[src/rtl/silife_gen_scheduler.sv]
// Paces Game-of-Life generations against the LED scan and swaps cell buffers on frame boundaries.
// Define SILIFE_GEN_WATCHDOG_EN to abort engine runs that never report engine_done.
module silife_gen_scheduler #(
    parameter int PERIOD_WIDTH = 16,
    parameter int GEN_WIDTH    = 16
) (
    input  logic                    clk,
    input  logic                    reset,
    input  logic                    enable,
    input  logic                    step,
    input  logic [PERIOD_WIDTH-1:0] period,
    input  logic                    frame_done,
    output logic                    engine_start,
    input  logic                    engine_done,
    output logic                    buf_swap,
    output logic [GEN_WIDTH-1:0]    generation,
    output logic                    busy,
    output logic                    overrun,
    output logic                    engine_timeout
);
    typedef enum logic [2:0] {
        IDLE,
        COUNT,
        START,
        RUN,
        SWAP_WAIT
    } state_e;

    state_e                  state_q, state_d;
    logic [PERIOD_WIDTH-1:0] frame_cnt_q, frame_cnt_d;
    logic [PERIOD_WIDTH-1:0] ov_cnt_q, ov_cnt_d;
    logic                    free_run_q, free_run_d;
    logic [GEN_WIDTH-1:0]    gen_q, gen_d;
    logic                    start_q, start_d;
    logic                    swap_q, swap_d;
    logic                    busy_q, busy_d;
    logic                    overrun_q, overrun_d;
`ifdef SILIFE_GEN_WATCHDOG_EN
    logic [9:0]              wd_cnt_q, wd_cnt_d;
    logic                    timeout_q, timeout_d;
`endif

    logic [PERIOD_WIDTH-1:0] period_eff;
    logic [PERIOD_WIDTH:0]   frame_cnt_inc;
    logic [PERIOD_WIDTH:0]   ov_cnt_inc;

    assign period_eff    = (period == '0) ? PERIOD_WIDTH'(1) : period;
    assign frame_cnt_inc = {1'b0, frame_cnt_q} + (PERIOD_WIDTH+1)'(1);
    assign ov_cnt_inc    = {1'b0, ov_cnt_q} + (PERIOD_WIDTH+1)'(1);

    always_comb begin
        // NOTE: every signal gets a default first so no path can infer a latch.
        state_d     = state_q;
        frame_cnt_d = frame_cnt_q;
        ov_cnt_d    = ov_cnt_q;
        free_run_d  = free_run_q;
        gen_d       = gen_q;
        swap_d      = 1'b0;
        overrun_d   = overrun_q;
`ifdef SILIFE_GEN_WATCHDOG_EN
        wd_cnt_d    = wd_cnt_q;
        timeout_d   = timeout_q;
`endif

        // Frames elapsed since a free-run start, including the one that triggers the swap.
        if ((state_q == RUN || state_q == SWAP_WAIT) && free_run_q && frame_done) begin
            ov_cnt_d = ov_cnt_inc[PERIOD_WIDTH-1:0];
            if (ov_cnt_inc >= {1'b0, period_eff}) overrun_d = 1'b1;
        end

        unique case (state_q)
            IDLE: begin
                if (step) begin
                    state_d    = START;
                    free_run_d = 1'b0;
                end else if (enable) begin
                    state_d     = COUNT;
                    frame_cnt_d = '0;
                end
            end
            COUNT: begin
                if (step) begin
                    state_d     = START;
                    frame_cnt_d = '0;
                    free_run_d  = 1'b0;
                end else if (!enable) begin
                    state_d     = IDLE;
                    frame_cnt_d = '0;
                end else if (frame_done) begin
                    if (frame_cnt_inc >= {1'b0, period_eff}) begin
                        state_d     = START;
                        frame_cnt_d = '0;
                        free_run_d  = 1'b1;
                    end else begin
                        frame_cnt_d = frame_cnt_inc[PERIOD_WIDTH-1:0];
                    end
                end
            end
            START: begin
                state_d  = RUN;
                ov_cnt_d = '0;
`ifdef SILIFE_GEN_WATCHDOG_EN
                wd_cnt_d = '0;
`endif
            end
            RUN: begin
                if (engine_done) begin
                    state_d = SWAP_WAIT;
`ifdef SILIFE_GEN_WATCHDOG_EN
                end else if (wd_cnt_q == '1) begin
                    state_d   = IDLE;
                    timeout_d = 1'b1;
                end else begin
                    wd_cnt_d = wd_cnt_q + 10'd1;
`endif
                end
            end
            SWAP_WAIT: begin
                if (frame_done) begin
                    swap_d      = 1'b1;
                    gen_d       = gen_q + GEN_WIDTH'(1);
                    state_d     = enable ? COUNT : IDLE;
                    frame_cnt_d = '0;
                end
            end
            default: state_d = IDLE;
        endcase

        start_d = (state_d == START);
        busy_d  = (state_d == START) || (state_d == RUN) || (state_d == SWAP_WAIT) || swap_d;
    end

    always_ff @(posedge clk) begin
        // NOTE: state registers use non-blocking assignment so all of them update together.
        if (reset) begin
            state_q     <= IDLE;
            frame_cnt_q <= '0;
            ov_cnt_q    <= '0;
            free_run_q  <= 1'b0;
            gen_q       <= '0;
            start_q     <= 1'b0;
            swap_q      <= 1'b0;
            busy_q      <= 1'b0;
            overrun_q   <= 1'b0;
`ifdef SILIFE_GEN_WATCHDOG_EN
            wd_cnt_q    <= '0;
            timeout_q   <= 1'b0;
`endif
        end else begin
            state_q     <= state_d;
            frame_cnt_q <= frame_cnt_d;
            ov_cnt_q    <= ov_cnt_d;
            free_run_q  <= free_run_d;
            gen_q       <= gen_d;
            start_q     <= start_d;
            swap_q      <= swap_d;
            busy_q      <= busy_d;
            overrun_q   <= overrun_d;
`ifdef SILIFE_GEN_WATCHDOG_EN
            wd_cnt_q    <= wd_cnt_d;
            timeout_q   <= timeout_d;
`endif
        end
    end

    assign engine_start = start_q;
    assign buf_swap     = swap_q;
    assign generation   = gen_q;
    assign busy         = busy_q;
    assign overrun      = overrun_q;
`ifdef SILIFE_GEN_WATCHDOG_EN
    assign engine_timeout = timeout_q;
`else
    assign engine_timeout = 1'b0;
`endif

endmodule

[config.mk]
export PLATFORM = sky130hd
export DESIGN_NAME = silife_gen_scheduler
export DESIGN_NICKNAME = d
export VERILOG_FILES = /design/src/rtl/silife_gen_scheduler.sv
export SDC_FILE = /design/constraint.sdc
export NUM_CORES = 1
export LEC_CHECK = 0
export BUFFER_PORTS_ARGS = -buffer_cell sky130_fd_sc_hd__buf_2
export CAP_MARGIN = 5
export CORE_MARGIN = 2
export CORE_UTILIZATION = 30
export DETAILED_ROUTE_END_ITERATION = 12
export GPL_ROUTABILITY_DRIVEN = 0
export GPL_TIMING_DRIVEN = 0
export HOLD_SLACK_MARGIN = 0.1
export PLACE_DENSITY = 0.43
export SLEW_MARGIN = 15
export SYNTH_ARGS = -nofsm -noshare
export SYNTH_HDL_FRONTEND = slang
export SYNTH_SLANG_ARGS = --single-unit
[constraint.sdc]
create_clock -name clk -period 3.8 [get_ports clk]
set_clock_uncertainty 0.05 [all_clocks]
set_input_delay 0.19 -clock clk [delete_from_list [all_inputs] [get_ports clk]]
set_output_delay 0.19 -clock clk [all_outputs]
set_load 0.05 [all_outputs]
Yosys cells after proc, flatten, opt, wreduce, memory -nomap -nowiden:

Index checks and enable logic that the tools add are counted.

* register bits: 56
* output and inout port bits: 21
* logic and storage cells: 71
* bits of input ports: 22

* muxes and demuxes: 27
* order comparisons: 2
* add/subtract/negate cells: 3
* reduce and logical (&&, ||, !) cells: 15
* equality and inequality tests: 15

Operator list (number)
* $mux 16: 8
* $pmux 16 s3: 1
* $add 16x1->17 const B: 2
* $ge 17x16->1: 2
* $mux 3: 8
* $add 16x1->16 const B: 1
* $logic_not 16->1: 1
* $pmux 3 s5: 1
* $eq 3x2->1 const B: 4
* $reduce_and 5->1: 2
* $ne 3x3->1 const B: 3
* $mux 1: 8
* $ne 2x2->1 const B: 4
* $eq 3x3->1 const B: 2
* $logic_or 1x1->1: 4
* $ne 4x4->1 const B: 1
* $reduce_and 2->1: 2
* $eq 3x1->1 const B: 1
* $logic_not 3->1: 1
* $reduce_bool 3->1: 1
* $logic_and 1x1->1: 2
* $pmux 1 s2: 1
* $reduce_bool 2->1: 1
* $reduce_or 2->1: 1

Longest topological paths before layout:

Gate-level depths: netlist of run 1.

* depth after elaboration: 12
* depth in mapped cells: 13
* gate-level depth less buffers: 12

Worst setup path after synthesis of run 1:

OpenSTA, ideal clock, no wires.

* kind: register to register
* from: reg frame_cnt_q[0]
* to: reg frame_cnt_q[1]
* data required time: 3679 ps
* path buffers: 1
* slack: 739 ps
* arrival: 2940 ps
* library setup time: 71 ps
* period minus slack after synthesis: 3061 ps
* stages on the path, launching flop included: 14
* path through: dfxtp_1 ha_1 nand3_4 nor3_1 nand4_1 xnor2_1 ha_1 a21o_1 a21oi_1 o221ai_4 nor4_4 buf_2 nand3_1 a21oi_1

* word-level cells in the longest chain between the ends: 7

Ends and longest elaborated chain
* start, declared: RTL line 30 `logic [PERIOD_WIDTH-1:0] frame_cnt_q, frame_cnt_d;`
* start signal, assigned: RTL line 151 `frame_cnt_q <= frame_cnt_d;`
* $add 16x1->17 (*): RTL line 48 `assign frame_cnt_inc = {1'b0, frame_cnt_q} + (PERIOD_WIDTH+1)'(1);`
* $ge 17x16->1: RTL line 90 `if (frame_cnt_inc >= {1'b0, period_eff}) begin`
* $mux 16 (*): RTL line 90
* $mux 16 (*): RTL line 89 `end else if (frame_done) begin`
* $mux 16 (*): RTL line 86 `end else if (!enable) begin`
* $mux 16 (*): RTL line 82 `if (step) begin`
* $pmux 16 s3 (*): RTL line 71 `unique case (state_q)`

Every way passes the cells marked *; elsewhere a longest branch is shown, timed or not. The select of a mux whose other input is x is not followed.
A chain may end at the register's enable or synchronous reset.

Final worst setup path of run 1:

Same ends and word-level chain as after synthesis.

==> reports/summary.txt, run 1 <==
status: completed
switching part of the total: 0.253
die area: 0.0138 mm^2
top cells by area, synth: dfxtp_1 (29%), ha_1 (11%), xor2_1 (9.1%)
net switching power of the design: 0.000321 W
Ant. Diodes: 0
CP required: 3.98 ns
netlist area before placement: 0.00385 mm^2
max-slew violation count: 0
number of H-tree levels: 2
Residual DRC: 0
gr ovfl total: 0
Fmax: 289 MHz
Tot GR Track Use: 0.146
crit path capture type: flop
DRT Wirelength: 9550 um
Met3 Wirelength: 378 um
Rows: 41
Data arrival, critical path: 3.64 ns
router iterations before antenna repair: 5
Clock Power Share: 0.431
chip height: 117 um
Critical R2R Launch: frame_cnt_q[0]
Hold Slack: 0.143 ns
routed wl met2: 4240 um
Fillers: 1363
RSZ-0062 raised after global routing: no
internal power: 0.000947 W
post-synth top area share: 0.291
worst skew pair latency: 0.30 ns
Worst Setup Start Kind: flop
Rel. slew slack: 0.511
dpl hpwl: 7460 um
Synth-to-Final Area Change: 15.8%
Initial Utilization: 0.306
uppermost layer routed: met4
I/O pin cnt: 43
antenna violations before repair: 0
Yosys warning total: 0
EDFF count, synth: 0
leading area contributor after synthesis: dfxtp_1
crit path from: frame_cnt_q[0]
Post-Syn Area per Cell: 8.09 um^2
Die W: 117 um
vias in the first global route: 3249
Final Util: 0.355
# Max-Cap Violations: 0
Reg clk slew, reported paths: 0.08 ns
largest net degree at the start of global routing: 18
asr flop ratio synth: 0
path type of the worst setup path: reg2reg
Netlist cell types: 57
I/O Buffers: 40
via count: 3323
Post-Route M1 WL: 4850 um
critical path endpoint: frame_cnt_q[1]
Hold Path Class: in2reg
CTS sink count: 56
IR drop worst, VDD: 0.174 mV
Post-layout nets: 581
r2r endpoint: frame_cnt_q[1]
drt via density: 4.77
clock tree buffer depth: 2
Leak: 1.89 nW
Tmin final: 3.46 ns
Final ANT Viol Nets: 0
first-pass GRT wire length: 15700 um
#FFs+latches synth: 56
pwr dens: 284 mW/mm^2
Primary FF master, synth: dfxtp_1
Mapped Nets: 533
layout cells sized above 1: 0.143
Core ar.: 0.0126 mm^2
Seq/Total Area, Yosys: 0.291
CTS Buf Count: 5
reg2reg path depth: 13
period utilisation layout: 0.911
crit path max fanout: 10
WL/cell: 13.7 um
clk root buf: clkbuf_16
Starting DRT DRC Count: 87
combinational share of power: 0.102
final hold violation count: 0
total setup buffers inserted after CTS: 0
reg-to-reg slack, setup: 0.34 ns
TritonCTS clock tree: built
Slew @ Worst Pin: 0.733 ns
Seq pwr share: 0.467
setup TNS: 0 ns
Gate Count Post-Synth: 476
final setup vio count: 0
## cells by family after synthesis
family	after synthesis	share of synthesized area
AND/OR/NAND/NOR	215	0.291
AO/OA/AOI/OAI	68	0.123
XOR/XNOR	56	0.127
flip-flops	56	0.291
buffers and inverters	44	0.0507
adder cells (fa/ha/maj)	35	0.114
other	1	0.000974
multiplexers	1	0.00260
## sequential cells by signal (all words and copies together), names as in the netlist
name,count
frame_cnt_q,16
engine_start,1
buf_swap,1
overrun,1
free_run_q,1
generation,16
state_q,3
ov_cnt_q,16
busy,1
## final cells by class
type	instances	area [um^2]	area share
multi-input combinational	376	2550	0.571
tap	172	215	0.0483
clock inverter	2	38.8	0.00870
sequential	56	1120	0.251
buffer	24	123	0.0275
inverter	20	75.1	0.0168
timing repair buffer	41	210	0.0472
clock buffer	6	129	0.0289
## cells in the final DEF (no fill, tap or decap), types with 5 or more instances in the layout
| master | instances |
|---|---|
| xor2_1 | 40 |
| clkbuf_16 | 5 |
| nand4_1 | 13 |
| ha_1 | 34 |
| clkbuf_1 | 14 |
| nor3_1 | 11 |
| nand3_1 | 31 |
| o21ai_0 | 11 |
| a21oi_1 | 25 |
| dfxtp_1 | 56 |
| nor2b_1 | 9 |
| nand2_1 | 51 |
| and3_1 | 9 |
| inv_1 | 19 |
| and4_1 | 5 |
| xnor2_1 | 16 |
| buf_4 | 7 |
| nor2_1 | 51 |
| buf_2 | 42 |
| nor4_1 | 7 |
| a31oi_1 | 6 |
## worst max-delay path, cell delays in order, from the launching register on
cell and delay (ns):
dfxtp_1 0.44, ha_2 0.27, nand3_4 0.15, nor3_2 0.23
nand4_1 0.19, xnor2_1 0.19, ha_1 0.32, a21o_1 0.18
a21oi_1 0.24, o221ai_4 0.19, nor4_4 0.41, clkbuf_4 0.29
nand3_1 0.10, a21oi_1 0.14
## synth_stat cells (all sizes together), types with 2 or more instances
library cell  number
a21oi             25
a31oi              6
and3               9
and4               5
buf               11
clkbuf            13
dfxtp             56
ha                35
inv               20
nand2             51
nand2b             2
nand3             32
nand3b             4
nand4             14
nor2              51
nor2b              9
nor3              14
nor3b              4
nor4               9
nor4b              3
o21a               5
o21ai             15
o31ai              3
or3                5
xnor2             16
xor2              40
## per-stage QoR
step                      power (W)  worst slack (ns)  cells  cell area, um^2
after CTS                   0.00130             0.160    697             4440
after detailed placement   0.000736             0.216    688             4270
after global routing        0.00133           0.00865    697             4460
after global placement     0.000734             0.145    688             4270
after floorplan            0.000690             0.739    476             3850
final                       0.00127             0.340    697             4460
## per-layer routing
metal  global-route usage  vias to the layer above
met5                    0                        -
met4               0.0282                        0
met3               0.0257                        7
met2                0.246                       53
met1                0.196                     1507
li1                     -                     1756
## how the worst min path moves through the flow
| stage | from | endpoint | slack [ns] | cells after the start |
|---|---|---|---|---|
| after detailed placement | enable | engine_start | 0.40 | 2 |
| after CTS | step | free_run_q | 0.13 | 2 |
| after global routing | step | free_run_q | 0.15 | 2 |
| after global placement | enable | engine_start | 0.40 | 2 |
| after floorplan | enable | engine_start | 0.23 | 1 |
| final | step | free_run_q | 0.14 | 2 |
## power groups by stage
stage	combinational, W	sequential, W	clock [W]
2_1_floorplan	0.0000777	0.000613	0
3_3_place_gp	0.000128	0.000606	0
3_5_place_dp	0.000129	0.000606	0
4_1_cts	0.000131	0.000592	0.000574
5_1_grt	0.000146	0.000593	0.000590
6_report	0.000130	0.000592	0.000546
## what timing repair did
item	CTS	global route
resized for setup	0	4
hold buffers	1	0
setup endpoints to repair	0	18
hold endpoints to repair	1	0
Power figures use the tool's default switching activity.
==> run 2: changes to the inputs <==
Settings changed: CORE_ASPECT_RATIO set to 0.6.
==> reports/summary.txt, run 2 (synthesis gave the netlist of run 1 again) <==
status: completed
Reg clk slew, reported paths: 0.08 ns
Worst Setup Start Kind: flop
Leak: 1.89 nW
Initial Utilization: 0.313
Slew @ Worst Pin: 0.731 ns
Rel. slew slack: 0.513
number of H-tree levels: 2
drt via density: 4.94
DRT Wirelength: 10200 um
Final Util: 0.363
Data arrival, critical path: 3.59 ns
WL/cell: 14.7 um
largest net degree at the start of global routing: 19
first-pass GRT wire length: 16700 um
TritonCTS clock tree: built
Fmax: 287 MHz
Tot GR Track Use: 0.155
Hold Path Class: in2reg
crit path max fanout: 10
via count: 3416
layout cells sized above 1: 0.146
most common cell after layout, fill and taps aside: dfxtp_1
dpl hpwl: 8050 um
die area: 0.0138 mm^2
gr ovfl total: 0
I/O Buffers: 40
pwr dens: 288 mW/mm^2
Core ar.: 0.0123 mm^2
max-slew violation count: 0
Post-layout nets: 582
Die W: 150 um
Rows: 31
Residual DRC: 0
Starting DRT DRC Count: 201
final setup vio count: 0
I/O pin cnt: 43
worst skew pair latency: 0.30 ns
Tmin final: 3.49 ns
setup TNS: 0 ns
Synth-to-Final Area Change: 15.9%
vias in the first global route: 3236
antenna violations before repair: 0
Ant. Diodes: 0
fin cells: 691
RSZ-0062 raised after global routing: no
clk root buf: clkbuf_16
Hold Slack: 0.126 ns
CTS sink count: 56
CTS Buf Count: 5
# Max-Cap Violations: 0
CP required: 3.90 ns
clock tree buffer depth: 2
commonest non-fill, non-tap cells in the layout: dfxtp_1 (56), nand2_1 (51), nor2_1 (51)
path type of the worst setup path: reg2reg
Placed Instances: 681
Final ANT Viol Nets: 0
period utilisation layout: 0.918
chip height: 91.8 um
crit path capture type: flop
IR drop worst, VDD: 0.178 mV
router iterations before antenna repair: 4
final hold violation count: 0
==> run 2: final timing paths <==
path	depth (start not counted)	slack, ns	end	start
worst min register to register	2	0.43	frame_cnt_q[10]	frame_cnt_q[10]
worst max register to register	14	0.31	frame_cnt_q[14]	frame_cnt_q[0]
worst max-delay path	14	0.31	frame_cnt_q[14]	frame_cnt_q[0]
worst min-delay path	2	0.13	free_run_q	step
==> run 2: layer usage <==
metal / track usage / part of all wire / up-vias
met1: 0.244 / 0.57 / 1575
met5: 0 / 0 / -
met4: 0.0385 / 0.011 / 0
li1: - / - / 1766
met2: 0.201 / 0.35 / 66
met3: 0.0408 / 0.060 / 9
==> run 2: timing repair <==
item,in CTS,in global routing
endpoints found under the setup margin,0,18
gates resized for setup,0,4
hold endpoints to repair,1,0
hold buffers,1,0
buffers inserted,0,1
==> run 2: through the flow <==
step | worst slack [ns] | instance area, um^2 | power [W]
floorplan | 0.739 | 3850 | 0.000690
global placement | 0.0855 | 4260 | 0.000737
detailed placement | 0.0952 | 4260 | 0.000738
CTS | 0.0759 | 4440 | 0.00131
global route | 0.0202 | 4460 | 0.00135
finish | 0.312 | 4460 | 0.00128
==> run 2: power by group <==
group | leakage [nW] | switching [W] | internal (W)
registers | 0.452 | 0.00000183 | 0.000590
logic | 1.36 | 0.0000923 | 0.0000428
clock network | 0.0804 | 0.000242 | 0.000314
==> run 2: layout make-up <==
cell class / instances / area, um^2
Clock inverter: 3 / 46.3
Tap cell: 165 / 206
Multi-Input combinational cell: 376 / 2550
Inverter: 20 / 75.1
Timing Repair Buffer: 42 / 218
Buffer: 24 / 123
Sequential cell: 56 / 1120
Fill cell: 1283 / 7840
Clock buffer: 5 / 125
==> run 2: worst max-delay path, stage by stage, from the launching register on <==
cell     delay, ns
dfxtp_1       0.45
ha_2          0.28
nand3_4       0.15
nor3_1        0.28
nand4_1       0.21
xnor2_1       0.18
ha_1          0.30
nand3_1       0.18
nor3_2        0.33
o311a_1       0.34
nor4_4        0.07
buf_4         0.16
buf_4         0.18
nand3_1       0.09
a31oi_1       0.08
==> run 3: changes to the inputs <==
Settings changed: CORE_UTILIZATION 30 to 54, PLACE_DENSITY 0.43 to 0.71.
==> reports/summary.txt, run 3 (synthesis gave the netlist of run 1 again) <==
RSZ-0062 raised after global routing: no
antenna violations before repair: 0
I/O pin cnt: 43
pwr dens: 295 mW/mm^2
Slew @ Worst Pin: 0.669 ns
Starting DRT DRC Count: 210
dpl hpwl: 7200 um
largest net degree at the start of global routing: 18
final setup vio count: 0
most common cell after layout, fill and taps aside: dfxtp_1
Data arrival, critical path: 3.71 ns
number of H-tree levels: 2
Final Util: 0.639
die area: 0.00784 mm^2
max-slew violation count: 0
critical path endpoint: engine_start
DRT Wirelength: 9310 um
uppermost layer routed: met4
clk root buf: clkbuf_16
Tmin final: 3.56 ns
Tot GR Track Use: 0.239
CP required: 3.95 ns
period utilisation layout: 0.936
Core ar.: 0.00679 mm^2
Rows: 23
Critical Path, Cell by Cell: ha_1, nand3_4, nor3_1, nand4_1, xnor2_1, ha_1, nand3_1, nor3_1, o311a_1, o31ai_2, o21a_4, a2111oi_4
final hold violation count: 0
setup TNS: 0 ns
worst skew pair latency: 0.30 ns
chip height: 69.4 um
Final ANT Viol Nets: 0
Post-Place Setup Slack: 0.204 ns
Critical R2R Launch: frame_cnt_q[0]
Hold Path Class: in2reg
Residual DRC: 1
Reg clk slew, reported paths: 0.07 ns
CTS Buf Count: 5
total setup buffers inserted after CTS: 0
Met3 Wirelength: 575 um
router iterations before antenna repair: 8
Rel. slew slack: 0.554
WL/cell: 15.2 um
# Max-Cap Violations: 0
Initial Utilization: 0.567
reg-to-reg slack, setup: 0.24 ns
status: finished, violations left
total power: 0.00128 W
vias in the first global route: 3163
path type of the worst setup path: reg2reg
gr ovfl total: 0
routed wl met2: 3710 um
layout cells sized above 1: 0.139
Die W: 113 um
Worst Setup Start Kind: flop
I/O Buffers: 40
Leak: 1.89 nW
r2r endpoint: engine_start
reg2reg path depth: 12
Hold Path Cell Cnt: 2
CTS sink count: 56
via count: 3489
max incr delay on CP: 0.44 ns
first-pass GRT wire length: 15200 um
CP max stage cell: dfxtp_1
Final WS setup: 0.242 ns
crit path max fanout: 8
Crit path depth: 12
IR drop worst, VDD: 0.177 mV
Ant. Diodes: 0
Post-layout nets: 580
Synth-to-Final Area Change: 12.7%
crit path from: frame_cnt_q[0]
Hold Slack: 0.121 ns
Fillers: 600
commonest non-fill, non-tap cells in the layout: dfxtp_1 (56), nand2_1 (51), nor2_1 (51)
Fmax: 281 MHz
crit path capture type: flop
failing checks: design-rule violations
drt via density: 5.71
Top Family by Delay on Critical Path: simple AND/OR/NAND/NOR gates
TritonCTS clock tree: built
CP bufs+invs: 0
clock tree buffer depth: 2
Post-Route M1 WL: 4940 um
[run 3: worst min-delay path by stage]
stage	to	from	slack [ns]
after floorplan	engine_start	enable	0.23
after global placement	engine_start	enable	0.42
after detailed placement	engine_start	enable	0.42
after CTS	engine_start	enable	0.11
after global routing	engine_start	enable	0.11
final	engine_start	enable	0.12
[run 3: power breakdown]
part	internal, W	total [W]	switching [W]
sequential	0.000590	0.000592	0.00000183
clock	0.000331	0.000557	0.000226
combinational	0.0000417	0.000130	0.0000886
[run 3: cell type report]
class | count | area [um^2] | share of cell area
inverters | 20 | 75.1 | 0.0173
plain buffers | 24 | 123 | 0.0283
multi-input cells | 376 | 2530 | 0.584
well taps | 87 | 109 | 0.0251
clock buffers | 6 | 139 | 0.0320
flip-flops and latches | 56 | 1120 | 0.258
repair buffers | 40 | 200 | 0.0461
clock inverters | 2 | 38.8 | 0.00894
[run 3: timing repair]
action / 4_1_cts / 5_1_grt
resized for setup: 0 / 1
endpoints found under the setup margin: 0 / 13
hold buffers: 0 / 0
[run 3: stage by stage]
| stage | instances | area (um^2) |
|---|---|---|
| finish | 611 | 4340 |
| global route | 611 | 4340 |
| CTS | 611 | 4340 |
| detailed placement | 603 | 4160 |
| global placement | 603 | 4160 |
| floorplan | 476 | 3850 |
[run 3: layer usage]
metal	GRT usage	vias up
li1	-	1757
met1	0.371	1627
met2	0.333	97
met3	0.0621	8
met4	0.0407	0
met5	0	-
